**config.mk**
```make
export PLATFORM = sky130hd
export DESIGN_NAME = imm_arbiter
export DESIGN_NICKNAME = d
export VERILOG_FILES = /design/src/rtl/imm_arbiter.sv
export SDC_FILE = /design/constraint.sdc
export NUM_CORES = 1
export LEC_CHECK = 0
export BUFFER_PORTS_ARGS = -buffer_cell sky130_fd_sc_hd__buf_4
export CORE_UTILIZATION = 40
export CTS_BUF_LIST = sky130_fd_sc_hd__clkbuf_4
export DETAILED_ROUTE_END_ITERATION = 10
export HOLD_SLACK_MARGIN = 0.15
export PLACE_DENSITY = 0.87
export SLEW_MARGIN = 30
export SYNTH_ARGS = -nofsm -noshare
export SYNTH_HDL_FRONTEND = slang
export SYNTH_SLANG_ARGS = --single-unit
```
**constraint.sdc**
```tcl
create_clock -name i_clk -period 2.2 [get_ports i_clk]
set_clock_uncertainty 0.2 [all_clocks]
set_input_delay 0.22 -clock i_clk [delete_from_list [all_inputs] [get_ports i_clk]]
set_output_delay 0.22 -clock i_clk [all_outputs]
set_load 0.02 [all_outputs]
```
**src/rtl/imm_arbiter.sv**
```systemverilog
// -----------------------------------------------------------------------------
// imm_arbiter
//
// Purpose:
//   Two-port round-robin arbiter that lets decode (port 0) and the early
//   branch-target unit (port 1) share one immediate generator. The winning
//   request's immediate is registered into a single-entry response buffer
//   with valid/ready flow control. No combinational path runs from either
//   instruction input to any output.
//
// Parameters:
//   XLEN            datapath width of the generated immediate (>= 32 typical)
//
// Ports:
//   i_clk           clock, all state updates on the rising edge
//   i_rst           synchronous active-high reset
//   i_req0_valid    port 0 request valid
//   o_req0_ready    port 0 granted this cycle (combinational)
//   i_req0_instr    port 0 instruction word
//   i_req1_valid    port 1 request valid
//   o_req1_ready    port 1 granted this cycle (combinational)
//   i_req1_instr    port 1 instruction word
//   o_rsp_valid     response buffer holds a result
//   i_rsp_ready     consumer takes the buffered result
//   o_rsp_id        port that issued the buffered result
//   o_rsp_imm       sign-extended immediate
//
// Optional feature (macro IMM_ARB_PC_ADD_EN):
//   i_req0_pc       port 0 PC (XLEN)
//   i_req1_pc       port 1 PC (XLEN)
//   o_rsp_target    registered pc + imm, modulo 2^XLEN
// -----------------------------------------------------------------------------

// -----------------------------------------------------------------------------
// imm_gen
//
// Purpose:
//   Purely combinational RISC-V immediate decoder. Selects the format from
//   the opcode field and sign-extends from instr[31] to XLEN.
//
// Ports:
//   instr   32-bit instruction word
//   imm     sign-extended immediate (XLEN)
// -----------------------------------------------------------------------------
module imm_gen #(
  parameter int XLEN = 32
) (
  input  logic [31:0]     instr,
  output logic [XLEN-1:0] imm
);

  localparam logic [6:0] OP_LUI    = 7'b0110111;
  localparam logic [6:0] OP_AUIPC  = 7'b0010111;
  localparam logic [6:0] OP_STORE  = 7'b0100011;
  localparam logic [6:0] OP_BRANCH = 7'b1100011;
  localparam logic [6:0] OP_JAL    = 7'b1101111;

  // 32-bit sign-extended form; widened or narrowed to XLEN below.
  logic [31:0] imm32;
  logic        sign;

  assign sign = instr[31];

  always_comb begin
    imm32 = {{20{sign}}, instr[31:20]};
    case (instr[6:0])
      OP_LUI,
      OP_AUIPC:  imm32 = {instr[31:12], 12'b0};
      OP_STORE:  imm32 = {{20{sign}}, instr[31:25], instr[11:7]};
      OP_BRANCH: imm32 = {{19{sign}}, instr[31], instr[7], instr[30:25],
                          instr[11:8], 1'b0};
      OP_JAL:    imm32 = {{11{sign}}, instr[31], instr[19:12], instr[20],
                          instr[30:21], 1'b0};
      default:   imm32 = {{20{sign}}, instr[31:20]};
    endcase
  end

  generate
    if (XLEN > 32) begin : g_sext
      assign imm = {{(XLEN-32){imm32[31]}}, imm32};
    end else begin : g_trunc
      assign imm = imm32[XLEN-1:0];
    end
  endgenerate

endmodule

module imm_arbiter #(
  parameter int XLEN = 32
) (
  input  logic            i_clk,
  input  logic            i_rst,

  input  logic            i_req0_valid,
  output logic            o_req0_ready,
  input  logic [31:0]     i_req0_instr,

  input  logic            i_req1_valid,
  output logic            o_req1_ready,
  input  logic [31:0]     i_req1_instr,

`ifdef IMM_ARB_PC_ADD_EN
  input  logic [XLEN-1:0] i_req0_pc,
  input  logic [XLEN-1:0] i_req1_pc,
  output logic [XLEN-1:0] o_rsp_target,
`endif

  output logic            o_rsp_valid,
  input  logic            i_rsp_ready,
  output logic            o_rsp_id,
  output logic [XLEN-1:0] o_rsp_imm
);

  // ---------------------------------------------------------------------------
  // Response buffer state
  // ---------------------------------------------------------------------------
  logic            rsp_valid_reg;
  logic            rsp_id_reg;
  logic [XLEN-1:0] rsp_imm_reg;
  logic            rr_last_reg;   // port granted most recently

  // ---------------------------------------------------------------------------
  // Arbitration
  // ---------------------------------------------------------------------------
  logic [1:0] req_valid;
  logic [1:0] grant;
  logic       free;
  logic       accept;
  logic       sel;

  assign req_valid = {i_req1_valid, i_req0_valid};

  // Buffer can take a new result if empty or being drained this cycle.
  assign free = !rsp_valid_reg || i_rsp_ready;

  // Each port wins when it requests alone, or on a tie when it was not the
  // last winner. Grants depend only on valids and state, never on the other
  // port's grant, so there is no ready-to-ready loop. Reset forces both low.
  generate
    for (genvar gi = 0; gi < 2; gi++) begin : g_grant
      localparam logic PORT = (gi == 1);
      assign grant[gi] = !i_rst && free && req_valid[gi] &&
                         (!req_valid[1-gi] || (rr_last_reg != PORT));
    end
  endgenerate

  assign o_req0_ready = grant[0];
  assign o_req1_ready = grant[1];

  // Grants are already qualified by valid, so any grant is an accept.
  assign accept = |grant;
  assign sel    = grant[1];

  // ---------------------------------------------------------------------------
  // Shared immediate generator, fed by the winning port
  // ---------------------------------------------------------------------------
  logic [31:0]     instr_mux;
  logic [XLEN-1:0] imm_next;

  assign instr_mux = sel ? i_req1_instr : i_req0_instr;

  imm_gen #(
    .XLEN (XLEN)
  ) u_imm_gen (
    .instr (instr_mux),
    .imm   (imm_next)
  );

  // ---------------------------------------------------------------------------
  // Buffer update: accept overwrites (even while draining), otherwise a
  // drain clears valid and the data fields hold their last value.
  // ---------------------------------------------------------------------------
  always_ff @(posedge i_clk) begin
    if (i_rst) begin
      rsp_valid_reg <= 1'b0;
      rsp_id_reg    <= 1'b0;
      rsp_imm_reg   <= '0;
      rr_last_reg   <= 1'b1;
    end else if (accept) begin
      rsp_valid_reg <= 1'b1;
      rsp_id_reg    <= sel;
      rsp_imm_reg   <= imm_next;
      rr_last_reg   <= sel;
    end else if (i_rsp_ready) begin
      rsp_valid_reg <= 1'b0;
    end
  end

  assign o_rsp_valid = rsp_valid_reg;
  assign o_rsp_id    = rsp_id_reg;
  assign o_rsp_imm   = rsp_imm_reg;

`ifdef IMM_ARB_PC_ADD_EN
  // ---------------------------------------------------------------------------
  // Branch/jump target, registered alongside the immediate
  // ---------------------------------------------------------------------------
  logic [XLEN-1:0] pc_mux;
  logic [XLEN-1:0] target_next;
  logic [XLEN-1:0] rsp_target_reg;

  assign pc_mux      = sel ? i_req1_pc : i_req0_pc;
  assign target_next = pc_mux + imm_next;   // wraps modulo 2^XLEN

  always_ff @(posedge i_clk) begin
    if (i_rst) begin
      rsp_target_reg <= '0;
    end else if (accept) begin
      rsp_target_reg <= target_next;
    end
  end

  assign o_rsp_target = rsp_target_reg;
`endif

endmodule

```
After elaboration in Yosys (flattened, before gate mapping)
Index checks and enable logic that the tools add are counted.
{"block": "totals", "input_bits": 69, "output_inout_bits": 36, "elab_cells": 29, "regBits": 35}
{"block": "classes", "bitwise_logic": 1, "n_reduce_logical": 15, "n_eq_ne": 5, "n_mux": 4}
{"cell": "$pmux 31 s4", "n": 1}
{"cell": "$mux 32", "n": 1}
{"cell": "$eq 7x6->1 const B", "n": 2}
{"cell": "$eq 7x7->1 const B", "n": 2}
{"cell": "$eq 7x5->1 const B", "n": 1}
{"cell": "$logic_and 1x1->1", "n": 5}
{"cell": "$logic_not 1->1", "n": 4}
{"cell": "$reduce_or 2->1", "n": 2}
{"cell": "$logic_or 1x1->1", "n": 3}
{"cell": "$mux 1", "n": 2}
{"cell": "$reduce_bool 2->1", "n": 1}
{"cell": "$not 1->1", "n": 1}

Depth between registers and ports, before layout
Gate-level depths: netlist (run 1).
{"block": "depth", "ltp_word": 9, "mapped_depth": 7, "mapped_depth_nobuf": 5}

Hierarchy
From an unflattened synthesis (run 1), not the netlist that was laid out.
{"block": "unflattened", "hier_cells": 252, "area_unflattened_um2": 2247.2}
{"module": "imm_arbiter", "cells_per_inst": 202, "seq_area_each_um2": 700.7, "n_inst": 1, "area_per_inst_um2": 1854.3}
{"module": "imm_gen", "cells_per_inst": 50, "seq_area_each_um2": 0.0, "n_inst": 1, "area_per_inst_um2": 392.9}

Worst setup path before layout (run 1)
Ideal clock, no wire load.
{"block": "synth_timing", "kind": "register to register", "startpoint": "register rsp_valid_reg (netlist: o_rsp_valid)", "endpoint": "register rsp_imm_reg[19] (netlist: o_rsp_imm[19])", "n_path_buf": 1, "path_stages_with_launch": 7, "setup_slack_ps": 23, "required_time_ps": 1919, "period_less_slack_ps": 2177, "setup_time_ps": 81, "arrival_time_ps": 1895, "path_cell_list": "dfxtp_1 > nor2b_4 > a2111oi_4 > mux2_2 > or3b_1 > buf_2 > o211ai_1"}
{"block": "synth_between", "elab_chain_len": 9}
{"element": "start, declared", "line": "117", "source": "logic rsp_valid_reg;"}
{"element": "start signal, assigned", "line": "175", "source": "rsp_valid_reg <= 1'b0;"}
{"element": "start signal, assigned", "line": "180", "source": "rsp_valid_reg <= 1'b1;"}
{"element": "start signal, assigned", "line": "185", "source": "rsp_valid_reg <= 1'b0;"}
{"element": "$logic_not 1->1 *", "line": "134", "source": "assign free = !rsp_valid_reg || i_rsp_ready;"}
{"element": "$logic_or 1x1->1 *", "line": "134"}
{"element": "$logic_and 1x1->1 *", "line": "142", "source": "assign grant[gi] = !i_rst && free && req_valid[gi] &&"}
{"element": "$logic_and 1x1->1 (2 in a row)", "line": "142"}
{"element": "$mux 32", "line": "160", "source": "assign instr_mux = sel ? i_req1_instr : i_req0_instr;"}
{"element": "$eq 7x6->1 / $eq 7x5->1 (equally long branches)", "line": "66", "source": "case (instr[6:0])"}
{"element": "$reduce_or 2->1", "line": "66"}
{"element": "$pmux 31 s4", "line": "66"}
{"element": "end signal, assigned", "line": "182", "source": "rsp_imm_reg <= imm_next;"}
{"element": "end, declared", "line": "119", "source": "logic [XLEN-1:0] rsp_imm_reg;"}
Every way passes the cells marked *; elsewhere a longest branch is shown, timed or not.
A chain may end at the register's enable or synchronous reset.

Worst setup path after layout (run 1)
{"block": "layout_timing", "startpoint": "register rsp_valid_reg (netlist: o_rsp_valid)", "endpoint": "register rsp_imm_reg[0] (netlist: o_rsp_imm[0])"}
The elaborated chain is that of the path after synthesis.

==> metrics.md, run 1 <==
| Metric | Value |
|---|---|
| Leading area contributor after synthesis | `dfxtp_1` |
| CTS tree | `yes` |
| Largest register FFs | `32` |
| Core Region | `4410 um^2` |
| WP buf/inv | `1` |
| Antenna violations before repair | `0` |
| Gr usage total | `26.8%` |
| Share of cells above drive strength 1 | `38.4%` |
| Pwr Density | `504 nW/um^2` |
| Die area | `4930 um^2` |
| Crit. End Element | `register` |
| Reg-to-reg endpoint | `o_rsp_imm[0]` |
| Post-DP HPWL | `4260 um` |
| Total CTS buffers | `5` |
| Iteration-0 DRC Markers | `98` |
| Reg2reg path depth | `6` |
| Slowest CP cell | `or4b_1` |
| R2r startpoint | `o_rsp_valid` |
| CP startpoint | `o_rsp_valid` |
| Part of the cycle the worst path needs | `97.1%` |
| Dpl ws | `-0.0555 ns` |
| Post-synth top area share | `37.6%` |
| Starting density of the core | `42.2%` |
| Largest net degree at the start of global routing | `27` |
| Final worst setup slack | `0.0648 ns` |
| Post-synthesis cell type count | `37` |
| Ys Warns | `0` |
| Sequential-to-total area share from yosys stat | `37.6%` |
| CP delay by family, top | `simple AND/OR/NAND/NOR gates` |
| CP endpoint | `o_rsp_imm[0]` |
| Input/output buffers | `104` |
| Clk sinks | `35` |
| GP Congestion | `0.821` |
| Max-Cap Viols | `0` |
| Crit-path cells | `nor2b_4 > a2111oi_4 > buf_4 > mux2_2 > or4b_1 > a21oi_1` |
| Final hold vios | `0` |
| P&R area growth vs syn | `75.5%` |
| Design area | `3270 um^2` |
| Ys async rst share | `0%` |
| Critical path class | `reg2reg` |
| RSZ-0062 raised after global routing | `yes` |
| Flop2flop setup slack | `0.06 ns` |
| Largest stage delay, worst path | `0.46 ns` |
| Clock transition at path regs | `0.11 ns` |
| Setup crit start kind | `register` |
| Worst EP required | `2.29 ns` |
| Main area contributors after synthesis | `dfxtp_1 38%, mux2i_1 8.6%, o31ai_1 6.0%` |
| Drt first pass iters | `4` |
| Final nets | `433` |
| DR DRC count | `0` |
| Post-synth EDFFs | `0` |
| Num rows | `24` |
| WP data arrival | `2.22 ns` |
| Worst hold path type | `in2reg` |
| Antenna Violating Nets Remaining | `0` |
| Post-synth top cells | `35 x dfxtp_1, 23 x nand2_1, 16 x mux2i_1` |
| Clk_lat worst skew | `0.34 ns` |
| Max-slew violations | `0` |
| WL per Instance | `16.0 um` |
| Fin crit period | `2.14 ns` |
| Cell area after synthesis | `1860 um^2` |
| Root Buffer | `clkbuf_4` |
| Via Count | `2302` |
| Gr ovfl total | `0` |
| Maximum clock path buffer count | `2` |
| Critical path depth | `6` |
| H-tree Lvls | `2` |
| Vias in the first global route | `2216` |
| Post-synth top flop | `dfxtp_1` |
| Post-layout util | `74.1%` |
| Final WL | `6660 um` |
| Status | `complete, no violations` |
| Fmax | `468 MHz` |
| Die width | `70.2 um` |
| Leak | `1.44 nW` |
| Syn Inst Count | `207` |
| Global-route wire length before repair | `10500 um` |
| Pwr Total | `1.65 mW` |
| Synth Net Count | `276` |
| FF+latch count, synth | `35` |
| Crit path max fanout | `5` |
| Drt via density | `5.52` |
| Area after DPL | `2710 um^2` |
| Cell with the most instances after synthesis | `dfxtp_1` |
| Diode count | `0` |
| VDD IR max | `0.224 mV` |
| Final setup vio count | `0` |
| Die Y-Extent | `70.2 um` |
| Boundary Pins | `105` |
| Syn_area_per_cell | `9.00 um^2` |
| Slew margin rel. | `62.0%` |
| Slew @ Worst Pin | `0.569 ns` |
[cell families after synthesis]
kind of cell    after synthesis  share of synthesized area (%)
simple gates                 78                           23.5
mux                          25                           14.0
buf+inv                      15                           4.16
compound gates               54                           20.7
flops                        35                           37.6
[routing by layer]
layer / vias to the layer above / routed length [um] / global-route usage, %
met5: - / 0 / 0
met4: 0 / 273 / 14.7
met3: 25 / 433 / 4.04
met2: 127 / 3430 / 47.2
met1: 1059 / 2520 / 30.7
li1: 1091 / - / -
[worst min path at each step]
stage | end | from | cells after the start
after global routing | o_rsp_imm[11] | i_req1_instr[6] | 4
after CTS | o_rsp_imm[11] | i_req1_instr[6] | 4
after detailed placement | o_rsp_imm[8] | o_rsp_imm[8] | 2
final | o_rsp_imm[11] | i_req1_instr[6] | 4
after global placement | o_rsp_imm[8] | o_rsp_imm[8] | 2
after floorplan | o_rsp_imm[1] | i_req0_instr[8] | 2
[what timing repair did]
action,4_1_cts,5_1_grt
setup buffers,1,2
resized for setup,1,3
endpoints found under the setup margin,16,11
pin swaps,1,0
hold buffers,46,0
endpoints found under the hold margin,26,0
[cell type report]
class / count / area [um^2]
Inverter: 2 / 7.51
Multi-Input combinational cell: 157 / 1090
Timing Repair Buffer: 163 / 1350
Clock inverter: 2 / 12.5
Tap cell: 52 / 65.1
Sequential cell: 35 / 701
Fill cell: 312 / 1140
Clock buffer: 6 / 45.0
[report_power, final]
| group | internal (mW) | switching (mW) | total (mW) |
|---|---|---|---|
| sequential | 0.693 | 0.0348 | 0.728 |
| clock | 0.136 | 0.223 | 0.358 |
| combinational | 0.300 | 0.261 | 0.561 |
[stage by stage]
step	cells	TNS, ns	hold WS (ns)
after floorplan	207	0	0.216
after CTS	415	0	0.166
final	417	0	0.166
after global routing	417	-0.0177	0.179
after detailed placement	360	-0.347	0.249
after global placement	360	0	0.241
[cells in the final DEF, fill, tap and decap left out, types with 2 or more instances in the layout]
| cell | instances |
|---|---|
| buf_4 | 115 |
| dlygate4sd3_1 | 46 |
| dfxtp_1 | 35 |
| nand2_1 | 23 |
| mux2i_1 | 16 |
| o31ai_1 | 15 |
| a21oi_1 | 12 |
| nand3_1 | 11 |
| mux2_2 | 9 |
| o211ai_1 | 8 |
| nor2_1 | 7 |
| o21ai_0 | 7 |
| or3_1 | 6 |
| nor2b_1 | 6 |
| and2_1 | 6 |
| clkbuf_4 | 6 |
| a221oi_1 | 5 |
| nor3_1 | 3 |
| and4b_1 | 3 |
| inv_1 | 2 |
| and3_1 | 2 |
| nor3b_1 | 2 |
| o21a_1 | 2 |
| buf_6 | 2 |
[worst reg2reg max path, cell delays in order, from the launching register on]
cell	delay [ns]
dfxtp_1	0.33
nor2b_4	0.14
a2111oi_4	0.25
buf_4	0.21
mux2_2	0.35
or4b_1	0.46
a21oi_1	0.13
Note: power is estimated with default switching activity, not from simulation.
==> run 2, diff against run 1 <==
==> config.mk (replaced) <==
export PLATFORM = sky130hd
export DESIGN_NAME = imm_arbiter
export DESIGN_NICKNAME = d
export VERILOG_FILES = /design/src/rtl/imm_arbiter.sv
export SDC_FILE = /design/constraint.sdc
export NUM_CORES = 1
export LEC_CHECK = 0
export BUFFER_PORTS_ARGS = -buffer_cell sky130_fd_sc_hd__buf_2
export CORE_UTILIZATION = 41
export CTS_BUF_LIST = sky130_fd_sc_hd__clkbuf_4
export DETAILED_ROUTE_END_ITERATION = 10
export HOLD_SLACK_MARGIN = 0.15
export PLACE_DENSITY = 0.89
export SLEW_MARGIN = 30
export SYNTH_ARGS = -nofsm -noshare
export SYNTH_HDL_FRONTEND = slang
export SYNTH_SLANG_ARGS = --single-unit
==> run 2 against run 1 <==
  * The flow now finishes with violations (negative setup slack)
  * Critical path depth rose by 1
  * Power down 2.1%
  * Fmax down 5.8%
  * Global-route usage down 0.74 points
  * Utilization fell by 3.6 points
  * Sequential cell count did not move
  * Highest routed layer unchanged
  * Clock power increased by 5%
  * Non-clock buffer count grew 2
  * First-iteration DRC count up 78%
  * Clock-buffer cell count rose by 1
  * Design area decreased by 6.2%
==> metrics.md, run 2 (synthesis results as in run 1) <==
| Metric | Value |
|---|---|
| Largest register FFs | `32 (unchanged)` |
| P&R area growth vs syn | `64.6% (was 75.5%)` |
| Leak | `1.41 nW (was 1.44 nW)` |
| Max-slew violations | `0 (unchanged)` |
| Antenna Violating Nets Remaining | `0 (unchanged)` |
| H-tree Lvls | `2 (unchanged)` |
| Clock transition at path regs | `0.10 ns (was 0.11 ns)` |
| Boundary Pins | `105 (unchanged)` |
| Final hold vios | `0 (unchanged)` |
| Critical path class | `reg2reg (unchanged)` |
| Root Buffer | `clkbuf_4 (unchanged)` |
| CP delay by family, top | `simple AND/OR/NAND/NOR gates (unchanged)` |
| VDD IR max | `0.298 mV (was 0.224 mV)` |
| Reg2reg path depth | `7 (was 6)` |
| Pwr Total | `1.61 mW (was 1.65 mW)` |
| Fin crit period | `2.27 ns (was 2.14 ns)` |
| Final nets | `435 (was 433)` |
| Final setup vio count | `3 (was 0)` |
| Crit. End Element | `register (unchanged)` |
| Part of the cycle the worst path needs | `103% (was 97.1%)` |
| Starting density of the core | `42.8% (was 42.2%)` |
| Max-Cap Viols | `0 (unchanged)` |
| Largest stage delay, worst path | `0.58 ns (was 0.46 ns)` |
| Largest net degree at the start of global routing | `36 (was 27)` |
| Drt first pass iters | `4 (unchanged)` |
| Commonest non-fill, non-tap cell in the layout | `buf_2 (was buf_4)` |
| Reg-to-reg endpoint | `o_rsp_imm[0] (unchanged)` |
| Die area | `4820 um^2 (was 4930 um^2)` |
| DP Cell Count | `360 (unchanged)` |
| Share of cells above drive strength 1 | `42.2% (was 38.4%)` |
| Register area | `702 um^2 (was 701 um^2)` |
| Via Count | `2331 (was 2302)` |
| WP data arrival | `2.34 ns (was 2.22 ns)` |
| Num rows | `24 (unchanged)` |
| Critical path depth | `7 (was 6)` |
| Crit path max fanout | `8 (was 5)` |
| DR DRC count | `0 (unchanged)` |
| Clk_lat worst skew | `0.35 ns (was 0.34 ns)` |
| Slowest CP cell | `or4b_1 (unchanged)` |
| Gr usage total | `26.1% (was 26.8%)` |
| Clk sinks | `35 (unchanged)` |
| Worst hold path type | `in2reg (unchanged)` |
| Area of the multi-input gates | `1140 um^2 (was 1090 um^2)` |
| Die Y-Extent | `69.4 um (was 70.2 um)` |
| Flop2flop setup slack | `-0.07 ns (was 0.06 ns)` |
| Iteration-0 DRC Markers | `174 (was 98)` |
| WL per Instance | `16.6 um (was 16.0 um)` |
| Drt via density | `5.56 (was 5.52)` |
| Input/output buffers | `104 (unchanged)` |
| Vias in the first global route | `2153 (was 2216)` |
| GP Congestion | `0.882 (was 0.821)` |
| Most frequent cells in the layout | `104 x buf_2, 41 x dlygate4sd3_1, 34 x dfxtp_1, 23 x nand2_1, 18 x buf_4 (was 115 x buf_4, 46 x dlygate4sd3_1, 35 x dfxtp_1, 23 x nand2_1, 16 x mux2i_1)` |
| Dpl ws | `0.00822 ns (was -0.0555 ns)` |
| Antenna violations before repair | `0 (unchanged)` |
| Total CTS buffers | `5 (unchanged)` |
| Post-DP HPWL | `3970 um (was 4260 um)` |
| Final Hold Slack | `0.143 ns (was 0.166 ns)` |
| R2r startpoint | `o_rsp_valid (unchanged)` |
| Final worst setup slack | `-0.0669 ns (was 0.0648 ns)` |
| Slew margin rel. | `61.2% (was 62.0%)` |
| Slew @ Worst Pin | `0.580 ns (was 0.569 ns)` |
| Final WL | `6960 um (was 6660 um)` |
| Status | `finished with violations (was complete, no violations)` |
| CTS tree | `yes (unchanged)` |
| WP buf/inv | `2 (was 1)` |
| Final non-filler cell total | `419 (was 417)` |
| Die width | `69.4 um (was 70.2 um)` |
| Setup crit start kind | `register (unchanged)` |
| Maximum clock path buffer count | `2 (unchanged)` |
| Global-route wire length before repair | `9950 um (was 10500 um)` |
| Hold Crit Start | `i_req0_instr[25] (was i_req1_instr[6])` |
| Pwr Density | `526 nW/um^2 (was 504 nW/um^2)` |
| Fillers | `311 (was 312)` |
| Violated checks | `negative setup slack` |
| CP startpoint | `o_rsp_valid (unchanged)` |
| Gr ovfl total | `0 (unchanged)` |
| CP endpoint | `o_rsp_imm[0] (unchanged)` |
| Core Region | `4350 um^2 (was 4410 um^2)` |
| Worst EP required | `2.27 ns (was 2.29 ns)` |
| Fmax | `441 MHz (was 468 MHz)` |
| Diode count | `0 (unchanged)` |
| Crit-path cells | `nor2b_4 > a2111oi_4 > buf_4 > buf_6 > nor2_1 > or4b_1 > a21oi_1 (was nor2b_4 > a2111oi_4 > buf_4 > mux2_2 > or4b_1 > a21oi_1)` |
-- run 2: how the worst min path moves through the flow --
stage               depth (start not counted)       endpoint  slack, ns
floorplan                                   2   o_rsp_imm[1]       0.22
global placement                            2   o_rsp_imm[5]       0.24
detailed placement                          2   o_rsp_imm[6]       0.24
CTS                                         4  o_rsp_imm[31]       0.15
global route                                4  o_rsp_imm[31]       0.16
finish                                      4   o_rsp_imm[5]       0.14
-- run 2: timing repair --
action                     4_1_cts  5_1_grt
gates resized for setup          1       20
setup endpoints to repair        4       26
hold buffers                    41        0
pin swaps                        1        2
hold endpoints to repair        26        0
cloned                           0        1
buffers inserted                 0        9
-- run 2: final cells by class --
| class | count | share of cell area [%] |
|---|---|---|
| multi-input combinational | 157 | 37.1 |
| timing repair buffer | 165 | 35.8 |
| sequential | 35 | 22.9 |
| tap | 52 | 2.12 |
| clock buffer | 7 | 1.71 |
| inverter | 2 | 0.245 |
| clock inverter | 1 | 0.163 |
-- run 2: where the power goes --
| part | internal (mW) | switching, mW | total [mW] | leakage [nW] |
|---|---|---|---|---|
| sequential | 0.693 | 0.0329 | 0.726 | 0.290 |
| combinational | 0.242 | 0.270 | 0.512 | 1.08 |
| clock | 0.149 | 0.226 | 0.375 | 0.0361 |
| total | 1.09 | 0.528 | 1.61 | 1.41 |
-- run 2: per-layer routing --
layer,share of wire (%),vias up,GRT usage [%],wire (um)
li1,-,1092,-,-
met1,39,1084,29.8,2750
met2,50,127,46.2,3470
met3,6.8,28,4.65,472
met4,4.0,0,13.2,280
met5,0,-,0,0
-- run 2: tightest hold or removal path, cell delays in order --
cell and delay (ns):
buf_2 0.09, mux2i_1 0.15, or3_1 0.13, a21oi_1 0.06
-- run 2: metrics by stage --
step                      instance area [um^2]  util, %  setup TNS [ns]
after floorplan                           1860        -               0
after global placement                    2450     56.4               0
after detailed placement                  2450     56.4               0
after CTS                                 2930     67.2               0
after global routing                      3070     70.4          -0.522
final                                     3070     70.4          -0.117
